**config.mk**
```make
export PLATFORM = sky130hd
export DESIGN_NAME = idma_axi_read_burst_gen
export DESIGN_NICKNAME = d
export VERILOG_FILES = /design/src/rtl/idma_axi_read_burst_gen.sv
export SDC_FILE = /design/constraint.sdc
export NUM_CORES = 1
export LEC_CHECK = 0
export CORE_UTILIZATION = 54
export DETAILED_ROUTE_END_ITERATION = 16
export HOLD_SLACK_MARGIN = 0.15
export PLACE_DENSITY = 0.88
export SYNTH_ARGS = -nofsm -noshare
export SYNTH_HDL_FRONTEND = slang
export SYNTH_SLANG_ARGS = --single-unit
```
**constraint.sdc**
```tcl
create_clock -name clk_i -period 9.9 [get_ports clk_i]
set_input_delay 1.485 -clock clk_i [delete_from_list [all_inputs] [get_ports clk_i]]
set_output_delay 1.485 -clock clk_i [all_outputs]
set_load 0.01 [all_outputs]
```
**src/rtl/idma_axi_read_burst_gen.sv**
```systemverilog
// Splits a 1D transfer into AXI read bursts that respect the 4 KiB page rule and the beat limit.
// Each burst is forked onto the AR channel and the read datapath request channel.
module idma_axi_read_burst_gen #(
  parameter int unsigned DataWidth  = 32,
  parameter int unsigned AddrWidth  = 32,
  parameter int unsigned TFLenWidth = 32,
  parameter int unsigned MaxBeats   = 256,
  localparam int unsigned StrbWidth = DataWidth / 8,
  localparam int unsigned OffW      = $clog2(StrbWidth)
) (
  input  logic                  clk_i,
  input  logic                  rst_ni,
  input  logic [AddrWidth-1:0]  req_src_addr_i,
  input  logic [AddrWidth-1:0]  req_dst_addr_i,
  input  logic [TFLenWidth-1:0] req_length_i,
  input  logic                  req_valid_i,
  output logic                  req_ready_o,
  output logic [AddrWidth-1:0]  ar_addr_o,
  output logic [7:0]            ar_len_o,
  output logic [2:0]            ar_size_o,
  output logic                  ar_valid_o,
  input  logic                  ar_ready_i,
  output logic [OffW-1:0]       rdp_offset_o,
  output logic [OffW-1:0]       rdp_tailer_o,
  output logic [OffW-1:0]       rdp_shift_o,
  output logic                  rdp_valid_o,
  input  logic                  rdp_ready_i,
  output logic                  busy_o
);

  // Byte-count arithmetic width: wide enough for the length and for both burst limits.
  localparam int unsigned LimW = $clog2(MaxBeats * StrbWidth + 4096) + 1;
  localparam int unsigned BW   = (TFLenWidth > LimW) ? TFLenWidth : LimW;

  typedef enum logic {IDLE, EMIT} state_e;

  state_e                r_state, w_state_nxt;
  logic [AddrWidth-1:0]  r_cur_addr;
  logic [TFLenWidth-1:0] r_remaining;
  logic [OffW-1:0]       r_shift;
  logic                  r_ar_done, r_rdp_done;

  logic                  w_req_hs, w_ar_hs, w_rdp_hs, w_burst_done, w_last;
  logic [BW-1:0]         w_rem_ext, w_page_bytes, w_beat_bytes, w_bytes, w_span;
  logic [TFLenWidth-1:0] w_bytes_tf;
  logic [AddrWidth-1:0]  w_next_addr;

  assign w_rem_ext    = BW'(r_remaining);
  assign w_page_bytes = BW'(4096) - BW'(r_cur_addr[11:0]);
  assign w_beat_bytes = BW'(MaxBeats * StrbWidth) - BW'(r_cur_addr[OffW-1:0]);

  always_comb begin
    w_bytes = w_rem_ext;
    if (w_page_bytes < w_bytes) w_bytes = w_page_bytes;
    if (w_beat_bytes < w_bytes) w_bytes = w_beat_bytes;
  end

  assign w_bytes_tf  = TFLenWidth'(w_bytes);
  assign w_next_addr = r_cur_addr + AddrWidth'(w_bytes);
  // Index of the last byte touched, relative to the first beat's aligned base.
  assign w_span      = BW'(r_cur_addr[OffW-1:0]) + w_bytes - BW'(1);
  assign w_last      = (r_remaining == w_bytes_tf);

  assign req_ready_o = (r_state == IDLE);
  assign busy_o      = (r_state == EMIT);
  assign w_req_hs    = req_valid_i & req_ready_o;

  assign ar_valid_o  = (r_state == EMIT) & ~r_ar_done;
  assign rdp_valid_o = (r_state == EMIT) & ~r_rdp_done;
  assign w_ar_hs     = ar_valid_o & ar_ready_i;
  assign w_rdp_hs    = rdp_valid_o & rdp_ready_i;
  assign w_burst_done = (r_ar_done | w_ar_hs) & (r_rdp_done | w_rdp_hs);

  assign ar_addr_o    = r_cur_addr;
  assign ar_len_o     = 8'(w_span >> OffW);
  assign ar_size_o    = 3'(OffW);
  assign rdp_offset_o = r_cur_addr[OffW-1:0];
  assign rdp_tailer_o = OffW'(AddrWidth'(0) - w_next_addr);
  assign rdp_shift_o  = r_shift;

  always_ff @(posedge clk_i or negedge rst_ni) begin
    if (!rst_ni) r_state <= IDLE;
    else         r_state <= w_state_nxt;
  end

  always_comb begin
    w_state_nxt = r_state;
    case (r_state)
      IDLE: if (w_req_hs && (req_length_i != '0)) w_state_nxt = EMIT;
      EMIT: if (w_burst_done && w_last)            w_state_nxt = IDLE;
      default: w_state_nxt = IDLE;
    endcase
  end

  always_ff @(posedge clk_i or negedge rst_ni) begin
    if (!rst_ni) begin
      r_cur_addr  <= '0;
      r_remaining <= '0;
      r_shift     <= '0;
      r_ar_done   <= 1'b0;
      r_rdp_done  <= 1'b0;
    end else if (r_state == IDLE) begin
      if (w_req_hs) begin
        r_cur_addr  <= req_src_addr_i;
        r_remaining <= req_length_i;
        r_shift     <= OffW'(req_src_addr_i - req_dst_addr_i);
        r_ar_done   <= 1'b0;
        r_rdp_done  <= 1'b0;
      end
    end else if (w_burst_done) begin
      r_cur_addr  <= w_next_addr;
      r_remaining <= r_remaining - w_bytes_tf;
      r_ar_done   <= 1'b0;
      r_rdp_done  <= 1'b0;
    end else begin
      // Sticky per-channel flags keep an accepted side quiet until its partner completes.
      if (w_ar_hs)  r_ar_done  <= 1'b1;
      if (w_rdp_hs) r_rdp_done <= 1'b1;
    end
  end

endmodule
```
==> impl_metrics.json, run 1 <==
{
  "status": "finished, final reports clean",
  "cts.clk_slew.worst_paths_ns": 0.06,
  "layout.cells.non_filler": 1314,
  "synth_common_cells": "103 x nand2_1, 95 x ha_1, 94 x a21oi_1",
  "critical_path_class": "reg2out",
  "die-area_sq_mm": 0.0150,
  "place_congestion": 1.00,
  "synth_edf_count": 0,
  "hold_path_class": "reg2reg",
  "antenna_left": 0,
  "io_pins": 154,
  "detailed_place_hpwl_um": 17900,
  "syn2layout_area_growth_pct": 23.4,
  "max-cap-violations": 0,
  "finalWirelength_um": 24000,
  "slew_viol_final": 0,
  "nNetsFinal": 1329,
  "drive_gt1_share_pct": 4.32,
  "maxSlewHeadroom_pct": 25.9,
  "cp_slowest_cell": "clkdlybuf4s50_1",
  "fillers": 1157,
  "required_ns": 8.42,
  "yosysMostFrequentCell": "nand2_1",
  "antennaDiodeCount": 0,
  "register_area_sq_mm": 0.00173,
  "clkSinkCount": 69,
  "vias": 8114,
  "synth.distinct_cells": 66,
  "synth_top_area_cell": "dfrtp_1",
  "drt-initial-drc-count": 704,
  "start_util_pct": 55.9,
  "yosys_warnings": 0,
  "worst_path_most_repeated_cell": "a21o_1",
  "die_w_um": 122,
  "core_sq_mm": 0.0140,
  "fmax_ghz": 0.106,
  "fin_crit_sh_pct": 95.7,
  "hold_viol": 0,
  "syn_avg_cell_area_sq_um": 7.95,
  "tightest_slew_ns": 1.11,
  "antenna_found_initial": 0,
  "period_minus_slack_ns": 9.47,
  "grt_pass1_wl_um": 38300,
  "endpoint_kind": "output port",
  "drt-pass1-iter-count": 5,
  "cp_max_fo": 11,
  "clockBufferDepth": 2,
  "grt_pass1_vias": 7712,
  "h-tree-depth": 3,
  "ys_seq_elements": 69,
  "worst_ep_arrival_time_ns": 7.99,
  "grt-ovfl-total": 0,
  "drt-met1-wl_um": 10200,
  "synth_ff_type": "dfrtp_1",
  "synth_async_sr_flop_share_pct": 100,
  "postSynthCellCount": 984,
  "start_kind": "flip-flop",
  "grt_use_total_pct": 32.6,
  "cp_slowest_stage_delay_ns": 0.55,
  "netlist_top_cells_area": "dfrtp_1 22%, ha_1 15%, a21oi_1 6.0%",
  "wl_met3_um": 1780,
  "setup_viol": 0,
  "wl_per_cell_um": 18.3,
  "yosys.area.top_type_share_pct": 22.1,
  "vias_per_cell": 6.18,
  "die_h_um": 122,
  "yosysSeqAreaShare_pct": 22.1,
  "top_layer": "met4",
  "met2_length_um": 11200,
  "post-route-drc-count": 0,
  "skew_ns": 0.00629,
  "numCtsBuffers": 9,
  "grt_max_degree": 70,
  "dp_cells": 1296,
  "syn_area_sq_mm": 0.00782,
  "cts_tree": "yes",
  "numPortBuffers": 120,
  "row_count": 43,
  "root_buffer": "clkbuf_16",
  "multi_input_comb_area_sq_mm": 0.00596,
  "cts_hold_buf": 0,
  "clkLatencyLatePin_ns": 0.34
}
[metrics by stage]
step                setup WS [ns]  TNS (ns)  hold WS, ns  util, %  area [sq um]
floorplan                    1.41         0        0.488        -          7980
global placement            0.770         0        0.470     66.5          9310
detailed placement          0.585         0        0.489     66.5          9310
CTS                         0.212         0        0.501     68.6          9600
global route              -0.0292   -0.0292        0.537     69.0          9660
finish                      0.427         0        0.494     69.0          9660
[state kept, by name, indices dropped and copies added, names as in the netlist]
register	flops
busy_o	1
r_ar_done	1
r_rdp_done	1
r_remaining	32
rdp_shift_o	2
ar_addr_o	32
[routing by layer]
metal | track usage (%) | vias up
met3 | 4.65 | 69
met1 | 42.0 | 3787
met2 | 53.6 | 351
met4 | 15.3 | 0
met5 | 0 | -
li1 | - | 3907
[kinds of logic (layout without fill, tap and decap cells)]
kind of cell | Yosys count | after routing | synth area share, %
adder cells (fa/ha/maj) | 98 | 98 | 16.0
flip-flops | 69 | 69 | 22.1
multiplexers | 28 | 28 | 3.61
AO/OA/AOI/OAI | 336 | 337 | 26.9
AND/OR/NAND/NOR | 301 | 301 | 19.2
buffers and inverters | 81 | 189 | 4.40
XOR/XNOR | 69 | 69 | 7.73
other | 2 | 43 | 0.0960
[path summary, 6_finish.rpt]
path	depth (start not counted)	slack, ns	to	from
worst min-delay path	2	0.49	rdp_shift_o[1]$_DFFE_PN0P_	rdp_shift_o[1]$_DFFE_PN0P_
max in group asynchronous	2	7.90	r_remaining[21]$_DFFE_PN0P_	rst_ni
worst max-delay path	32	0.43	ar_len_o[7]	ar_addr_o[7]$_DFFE_PN0P_
worst max register to register	31	1.72	ar_addr_o[14]$_DFFE_PN0P_	ar_addr_o[7]$_DFFE_PN0P_
min in group asynchronous	2	1.39	ar_addr_o[18]$_DFFE_PN0P_	rst_ni
worst min register to register	2	0.49	rdp_shift_o[1]$_DFFE_PN0P_	rdp_shift_o[1]$_DFFE_PN0P_
[cell type report]
| type | count | area share [%] |
|---|---|---|
| timing repair buffer | 135 | 13.6 |
| tap | 180 | 2.33 |
| sequential | 69 | 17.9 |
| clock inverter | 1 | 0.311 |
| inverter | 39 | 1.52 |
| clock buffer | 14 | 2.73 |
| multi-input combinational | 876 | 61.7 |
[worst max-delay path, delay by kind of cell, from the launching register on]
kind	cells	cell delay (ns)
AOI/OAI and AO/OA	13	2.10
xor gates and xnor gates	1	0.13
muxes	1	0.15
and+or+nand+nor	11	2.84
buffers and inverters	2	0.72
adders and majority gates	4	1.23
DFF	1	0.47
[timing repair]
action / in CTS / in global routing
endpoints found under the hold margin: 0 / 0
buffers inserted: 0 / 2
gates resized for setup: 0 / 6
endpoints found under the setup margin: 0 / 3
[cell usage in the layout (no fill, tap or decap), types with 11 or more instances in the layout]
cell type	netlist	layout
clkdlybuf4s50_1	0	119
nand2_1	103	103
ha_1	95	95
a21oi_1	94	94
o21ai_0	75	75
dfrtp_1	69	69
nor2_1	49	48
conb_1	2	43
inv_1	39	39
a21o_1	39	39
xnor2_1	38	38
xor2_1	31	31
mux2i_1	26	25
a31oi_1	23	23
nor3_1	20	19
nand3_1	18	18
nor2b_1	19	18
and3_1	18	18
a211oi_1	18	17
a22oi_1	17	17
nor4_1	17	16
buf_4	6	15
nand2b_1	14	14
nand4_1	13	13
o21a_1	11	11
Power of run 1 is left out: the tool's default activity adds up to more than one toggle a clock period on the data nets, which glitch-free logic cannot reach.
==> run 2, diff against run 1 <==
CELL_PAD_IN_SITES_DETAIL_PLACEMENT = 0   (was not set)
CELL_PAD_IN_SITES_GLOBAL_PLACEMENT = 2   (was not set)
CORE_UTILIZATION = 31   (was 54)
PLACE_DENSITY = 0.87   (was 0.88)
==> impl_metrics.json, run 2 (synthesized netlist as in run 1, its figures left out) <==
{
  "row_count": 57,
  "layout_commonest_cell": "clkdlybuf4s50_1",
  "top_layer": "met4",
  "met2_length_um": 12200,
  "rsz0062_at_grt": "false",
  "detailed_place_hpwl_um": 20200,
  "drt-met1-wl_um": 12700,
  "worst_path_most_repeated_cell": "a21o_1",
  "grt_max_degree": 70,
  "hold_viol": 0,
  "antenna_left": 0,
  "grt_pass1_wl_um": 41300,
  "placed_cell_area_sq_mm": 0.00952,
  "drt-initial-drc-count": 386,
  "endpoint_kind": "output port",
  "antennaDiodeCount": 0,
  "fmax_ghz": 0.108,
  "final_cell_mix": "119 x clkdlybuf4s50_1, 102 x nand2_1, 95 x ha_1, 94 x a21oi_1, 75 x o21ai_0",
  "die_h_um": 161,
  "h-tree-depth": 3,
  "final_area_sq_mm": 0.00990,
  "numPortBuffers": 120,
  "vias": 7743,
  "cts_tree": "yes",
  "status": "finished, final reports clean",
  "crit-reg2reg-launch": "ar_addr_o[7]$_DFFE_PN0P_",
  "max-cap-violations": 0,
  "grt_use_total_pct": 20.6,
  "root_buffer": "clkbuf_16",
  "clkSinkCount": 69,
  "worstHoldStart": "rdp_shift_o[1]$_DFFE_PN0P_",
  "nNetsFinal": 1331,
  "start_util_pct": 31.9,
  "required_ns": 8.42,
  "hold_path_class": "reg2reg",
  "maxSlewHeadroom_pct": 24.3,
  "syn2layout_area_growth_pct": 26.5,
  "critical_path_class": "reg2out",
  "numCtsBuffers": 9,
  "crit_start": "ar_addr_o[7]$_DFFE_PN0P_",
  "skew_ns": 0.00670,
  "clkLatencyLatePin_ns": 0.35,
  "fin_crit_sh_pct": 93.6,
  "place_congestion": 0.912,
  "core_sq_mm": 0.0245,
  "period_minus_slack_ns": 9.27,
  "antenna_found_initial": 0,
  "setup_viol": 0,
  "drive_gt1_share_pct": 4.93,
  "tightest_slew_ns": 1.13,
  "wl_per_cell_um": 18.0,
  "hold-worst-slack_ns": 0.491,
  "drt-pass1-iter-count": 5,
  "vias_per_cell": 5.30,
  "slew_viol_final": 0,
  "cts.clk_slew.worst_paths_ns": 0.06,
  "post-route-drc-count": 0,
  "finalWirelength_um": 26300,
  "start_kind": "flip-flop",
  "die-area_sq_mm": 0.0259,
  "clockBufferDepth": 2,
  "cts_hold_buf": 0,
  "grt-ovfl-total": 0,
  "setup_tns_ns": 0,
  "io_pins": 154,
  "cp_slowest_cell": "clkdlybuf4s50_1",
  "cp_slowest_stage_delay_ns": 0.55,
  "worst_ep_arrival_time_ns": 7.78,
  "grt_pass1_vias": 7441,
  "die_w_um": 161,
  "cp_max_fo": 8,
  "wl_met3_um": 1020
}
run 2: timing repair:
action                                  4_1_cts  5_1_grt
buffers inserted                              0        2
gates resized for setup                       0        6
endpoints found under the setup margin        0        3
run 2: worst max-delay path: cells and delay by family, from the launching register on:
kind	cells	cell delay, ns
multiplexers	1	0.15
AO/OA/AOI/OAI	13	1.97
buffers and inverters	2	0.72
XOR/XNOR	1	0.13
AND/OR/NAND/NOR	11	2.75
adder cells (fa/ha/maj)	4	1.21
flip-flops	1	0.48
run 2: metal layers:
| metal | up-vias | track usage [%] |
|---|---|---|
| met5 | - | 0 |
| met1 | 3651 | 28.4 |
| met2 | 166 | 33.2 |
| li1 | 3900 | - |
| met3 | 26 | 3.02 |
| met4 | 0 | 5.96 |
run 2: cell type report:
| type | instances | area [sq um] |
|---|---|---|
| Timing Repair Buffer | 138 | 1330 |
| Clock buffer | 12 | 256 |
| Sequential cell | 69 | 1730 |
| Tap cell | 324 | 405 |
| Multi-Input combinational cell | 875 | 5960 |
| Fill cell | 2596 | 14600 |
| Inverter | 39 | 146 |
| Clock inverter | 4 | 70.1 |
run 2: final timing paths:
| kind | end | slack, ns | depth (start not counted) |
|---|---|---|---|
| max in group asynchronous | r_remaining[19]$_DFFE_PN0P_ | 7.95 | 1 |
| worst min-delay path | rdp_shift_o[1]$_DFFE_PN0P_ | 0.49 | 2 |
| worst max register to register | ar_addr_o[14]$_DFFE_PN0P_ | 1.86 | 31 |
| min in group asynchronous | ar_addr_o[21]$_DFFE_PN0P_ | 1.29 | 1 |
| worst max-delay path | ar_len_o[7] | 0.63 | 32 |
| worst min register to register | rdp_shift_o[1]$_DFFE_PN0P_ | 0.49 | 2 |
run 2: metrics by stage:
stage | cells | utilization, % | setup WS (ns)
after floorplan | 1025 | - | 1.41
final | 1461 | 40.3 | 0.634
after global placement | 1443 | 38.8 | 0.583
after detailed placement | 1443 | 38.8 | 0.577
after CTS | 1459 | 40.1 | 0.163
after global routing | 1461 | 40.3 | 0.0470
Power of run 2 is left out for the same reason.
